--- src/rtl/cpu_clk_ctrl.sv ---
// Run/step/halt controller for the board-level CPU clock path.
// It issues single-cycle pipeline clock-enable pulses from the system clock.
module cpu_clk_ctrl #(
    parameter int DIV   = 100000000,
    parameter int CNT_W = 27
) (
    input  logic        clk_i,
    input  logic        rst,
    input  logic        run_i,
    input  logic        step_i,
    input  logic        halt_i,
    output logic        cpu_ce_o,
    output logic [1:0]  state_o,
    output logic        halted_o,
    output logic [31:0] ce_cnt_o
);

    typedef enum logic [1:0] {
        IDLE = 2'b00,
        RUN  = 2'b01,
        STEP = 2'b10,
        HALT = 2'b11
    } state_t;

    localparam logic [CNT_W-1:0] DIV_M1 = CNT_W'(DIV - 1);

    logic             run_meta_q, run_s_q;
    logic             step_meta_q, step_s_q, step_d_q;
    logic             step_edge;
    state_t           state_q, state_d;
    logic [CNT_W-1:0] div_cnt_q, div_cnt_d;
    logic             ce_q, ce_d;
    logic             halted_q, halted_d;
    logic [31:0]      ce_cnt_q, ce_cnt_d;

    assign step_edge = step_s_q & ~step_d_q;

    always_comb begin
        // NOTE: every signal gets a default first so no path leaves it unassigned and infers a latch.
        state_d   = state_q;
        div_cnt_d = div_cnt_q;
        ce_d      = 1'b0;
        unique case (state_q)
            IDLE: begin
                if (run_s_q) begin
                    state_d   = RUN;
                    div_cnt_d = '0;
                end else if (step_edge) begin
                    state_d = STEP;
                    ce_d    = 1'b1;
                end
            end
            STEP: state_d = IDLE;
            RUN: begin
                // A breakpoint suppresses even a pulse that is due this cycle.
                if (halt_i) begin
                    state_d = HALT;
                end else if (!run_s_q) begin
                    state_d   = IDLE;
                    div_cnt_d = '0;
                end else if (div_cnt_q == DIV_M1) begin
                    div_cnt_d = '0;
                    ce_d      = 1'b1;
                end else begin
                    div_cnt_d = div_cnt_q + 1'b1;
                end
            end
            HALT: begin
                if (!run_s_q) state_d = IDLE;
            end
            default: state_d = IDLE;
        endcase
        halted_d = (state_d == HALT);
        ce_cnt_d = ce_cnt_q + {31'b0, ce_d};
    end

    // NOTE: asynchronous reset clears every flop, so a pending pulse dies the moment rst falls.
    always_ff @(posedge clk_i or negedge rst) begin
        if (!rst) begin
            run_meta_q  <= 1'b0;
            run_s_q     <= 1'b0;
            step_meta_q <= 1'b0;
            step_s_q    <= 1'b0;
            step_d_q    <= 1'b0;
            state_q     <= IDLE;
            div_cnt_q   <= '0;
            ce_q        <= 1'b0;
            halted_q    <= 1'b0;
            ce_cnt_q    <= '0;
        end else begin
            // NOTE: non-blocking assignments let every flop sample pre-edge values, keeping the sync chain intact.
            run_meta_q  <= run_i;
            run_s_q     <= run_meta_q;
            step_meta_q <= step_i;
            step_s_q    <= step_meta_q;
            step_d_q    <= step_s_q;
            state_q     <= state_d;
            div_cnt_q   <= div_cnt_d;
            ce_q        <= ce_d;
            halted_q    <= halted_d;
            ce_cnt_q    <= ce_cnt_d;
        end
    end

    assign cpu_ce_o = ce_q;
    assign state_o  = state_q;
    assign halted_o = halted_q;
    assign ce_cnt_o = ce_cnt_q;

endmodule

--- config.mk ---
export PLATFORM = sky130hd
export DESIGN_NAME = cpu_clk_ctrl
export DESIGN_NICKNAME = d
export VERILOG_FILES = /design/src/rtl/cpu_clk_ctrl.sv
export SDC_FILE = /design/constraint.sdc
export NUM_CORES = 1
export LEC_CHECK = 0
export BUFFER_PORTS_ARGS = -buffer_cell sky130_fd_sc_hd__buf_4
export CORE_ASPECT_RATIO = 0.9
export CORE_MARGIN = 2
export CORE_UTILIZATION = 62
export CTS_CLUSTER_SIZE = 30
export DETAILED_ROUTE_END_ITERATION = 10
export PLACE_DENSITY = 0.91
export SYNTH_ARGS = -nofsm -noshare
export SYNTH_HDL_FRONTEND = slang
export SYNTH_SLANG_ARGS = --single-unit
export TNS_END_PERCENT = 10
--- constraint.sdc ---
create_clock -name clk_i -period 8.3 [get_ports clk_i]
set_input_delay 0 -clock clk_i [delete_from_list [all_inputs] [get_ports clk_i]]
set_output_delay 0 -clock clk_i [all_outputs]
set_load 0.02 [all_outputs]
==> impl_metrics.ini <==
[outcome]
outcome = completed

[global_routing]
antenna_found_initial = 0
grt_pass1_wl_mm = 11.5
grt_use_total_pct = 25.7
first_global_vias = 2538
grt_overflow_total = 0
grt_max_degree = 69

[timing]
drv_slew = 0
rsz0062_at_grt = false
slew-limit-headroom_pct = 31.7
setup_viol = 0
min_period_ps = 3200
finalHoldViolations = 0
fmax_ghz = 0.313
skew_ps = 9.01
whs_ps = 284
period_share_pct = 38.5
fin_tns_setup_ps = 0
tightest_slew_ps = 1030

[power_and_ir_drop]
peakVddDrop_v = 0.000156
p_int_uw = 586
pwr-share-clk_pct = 37.7
seqPwrFrac_pct = 46.0
p_sw_uw = 230
p_sw_share_pct = 28.2
p_per_area_nw_per_um2 = 211
p_leak_uw = 0.00182
combPwrFrac_pct = 16.3

[clock_network]
worstSkewPairLatency_ps = 340
numCtsBuffers = 9
root_buffer = clkbuf_8
cts.sink_count = 68
clk_path_buf_depth = 2
clk_pin_slew_ps = 70
cts_tree = done
htreeDepth = 3
cts_setup_buffers = 0

[placement]
dp_hpwl_mm = 4.64
gp_congestion = 0.850
io_buffers = 40

[synth]
synth_area_sq_um = 3260
netlist_instances = 319
ys_seq_area_share_pct = 52.2
yosysWarnings = 0
async_flop_share_pct = 100
ys_types = 50
synth_area_per_cell_sq_um = 10.2
synth_edf_count = 0
synth_fp_nets = 328
synth-seq-cells = 68
synth_ff_type = dfrtp_1

[setup_path]
critPathLaunchType = register
worstPathArrival_ps = 3430
setup.worst_path.start = div_cnt_q[20]
crit_required_ps = 8540
path_class = register to register
crit_fanout = 8
end_kind = register
r2r_start = div_cnt_q[20]

[route]
ant_nets = 0
drt_iter0_markers = 120
via_per_inst = 6.01
routed_wl_mm = 6.80
drt_pass1_iterations = 4
vias = 2622
avgRoutedWirePerCell_microns = 15.6
drc = 0

[finish]
nets = 373
fillers = 326
syn2layout_area_growth_pct = 19.0
antenna_cells = 0
multi_input_area_sq_um = 1480
drive_gt1_share_pct = 17.6
regArea_sq_um = 1700

[floorplan]
core_sq_um = 5160
num_rows = 25
ioPinCount = 41
start_util_pct = 63.2
fp.dieH_microns = 72.8
fp.dieArea_sq_um = 5860
die_w_microns = 80.4

[worst_hold_path]
hp-class = input port to asynchronous set/reset pin

[flow_run]
cap_violations = 0
## registers in the layout, indices dropped and copies added, names as in the netlist
name / cells
run_meta_q: 1
state_o: 2
step_d_q: 1
step_meta_q: 1
halted_o: 1
ce_cnt_o: 32
cpu_ce_o: 1
run_s_q: 1
step_s_q: 1
div_cnt_q: 27
## layout make-up
class | instances | area share [%]
tap | 67 | 2.16
inverter | 6 | 0.581
clock inverter | 5 | 2.16
sequential | 68 | 43.9
multi-input combinational | 233 | 38.2
clock buffer | 11 | 3.90
timing repair buffer | 46 | 9.16
## critical path, cell delays in order (launching register included)
cell and delay [ps]:
dfrtp_1 450, nand4_1 220, nor4_2 410, and2_1 240, nand4b_1 100, a21oi_1 250
ha_1 200, ha_1 190, and4_1 270, nor2b_1 310, and3_1 240, nand3_1 100
xnor2_1 130
## layer usage
| layer | vias up | global-route usage, % | share of wire (%) |
|---|---|---|---|
| met5 | - | 0 | 0 |
| met4 | 0 | 8.85 | 1.4 |
| met3 | 9 | 8.29 | 5.2 |
| met2 | 80 | 42.3 | 51 |
| met1 | 1278 | 32.3 | 43 |
| li1 | 1255 | - | - |
## cell usage in the layout, fill, tap and decap left out, types with 2 or more instances in the layout
cell type	instances
a211o_1	2
a21o_1	4
a21oi_1	17
a221o_1	2
a22o_1	5
a31oi_1	12
a41oi_1	3
and2_1	2
and3_1	13
and4_1	5
buf_4	42
bufinv_16	2
clkbuf_8	11
clkinvlp_4	2
dfrtp_1	68
dlygate4sd3_1	4
ha_1	4
inv_1	6
mux2_2	2
mux2i_1	2
nand2_1	28
nand3_1	14
nand4_1	13
nand4b_1	3
nor2_1	24
nor2b_1	4
nor3_1	5
nor4_1	3
o21ai_0	14
or3_1	3
xnor2_1	20
xor2_1	10
## kinds of logic (layout without fill, tap and decap cells)
| group | after synthesis | in the layout | share of synthesized area, % |
|---|---|---|---|
| and+or+nand+nor | 128 | 128 | 21.3 |
| DFF | 68 | 68 | 52.2 |
| AOI/OAI and AO/OA | 67 | 67 | 13.2 |
| xor gates and xnor gates | 30 | 30 | 8.06 |
| buffers and inverters | 18 | 68 | 2.42 |
| adders and majority gates | 4 | 4 | 1.53 |
| muxes | 4 | 4 | 1.30 |
## final timing paths
| check | end | cells past startpoint | slack [ps] |
|---|---|---|---|
| setup reg to reg | ce_cnt_o[16] | 12 | 5100 |
| hold / removal | ce_cnt_o[26] | 2 | 280 |
| hold reg to reg | run_s_q | 0 | 360 |
| max in group asynchronous | ce_cnt_o[11] | 2 | 7470 |
| min in group clk_i | step_meta_q | 2 | 320 |
| setup / recovery | ce_cnt_o[16] | 12 | 5100 |
## Yosys cell counts, types with 6 or more instances
cell type | count | area share, %
a21oi_1 | 17 | 2.6
inv_1 | 6 | 0.69
xor2_1 | 10 | 2.7
nand2_1 | 28 | 3.2
dfrtp_1 | 68 | 52
nand3_1 | 14 | 2.1
o21ai_0 | 14 | 2.1
nand4_1 | 13 | 2.5
and3_1 | 13 | 2.5
a31oi_1 | 12 | 2.3
nor2_1 | 24 | 2.8
xnor2_1 | 20 | 5.4
## metrics by stage
stage	utilization [%]	cell area, sq um	setup slack (ps)	cells	total power (uW)
final	75.2	3880	5100	436	817
after global placement	69.8	3600	5310	416	506
after floorplan	-	3260	5500	319	461
after detailed placement	69.8	3600	5160	416	512
after CTS	75.2	3880	5140	436	825
after global routing	75.2	3880	4770	436	854
## repair_timing
item / CTS / global route
hold buffers: 4 / 0
resized for setup: 0 / 0
endpoints found under the hold margin: 71 / 0
## power by group through the flow
stage	logic, uW	clock network [uW]	registers [uW]
6_report	133	308	376
5_1_grt	145	329	379
4_1_cts	133	317	375
3_5_place_dp	131	0	381
3_3_place_gp	127	0	379
2_1_floorplan	72.9	0	388
No activity file was read; power rests on OpenSTA's default activity.
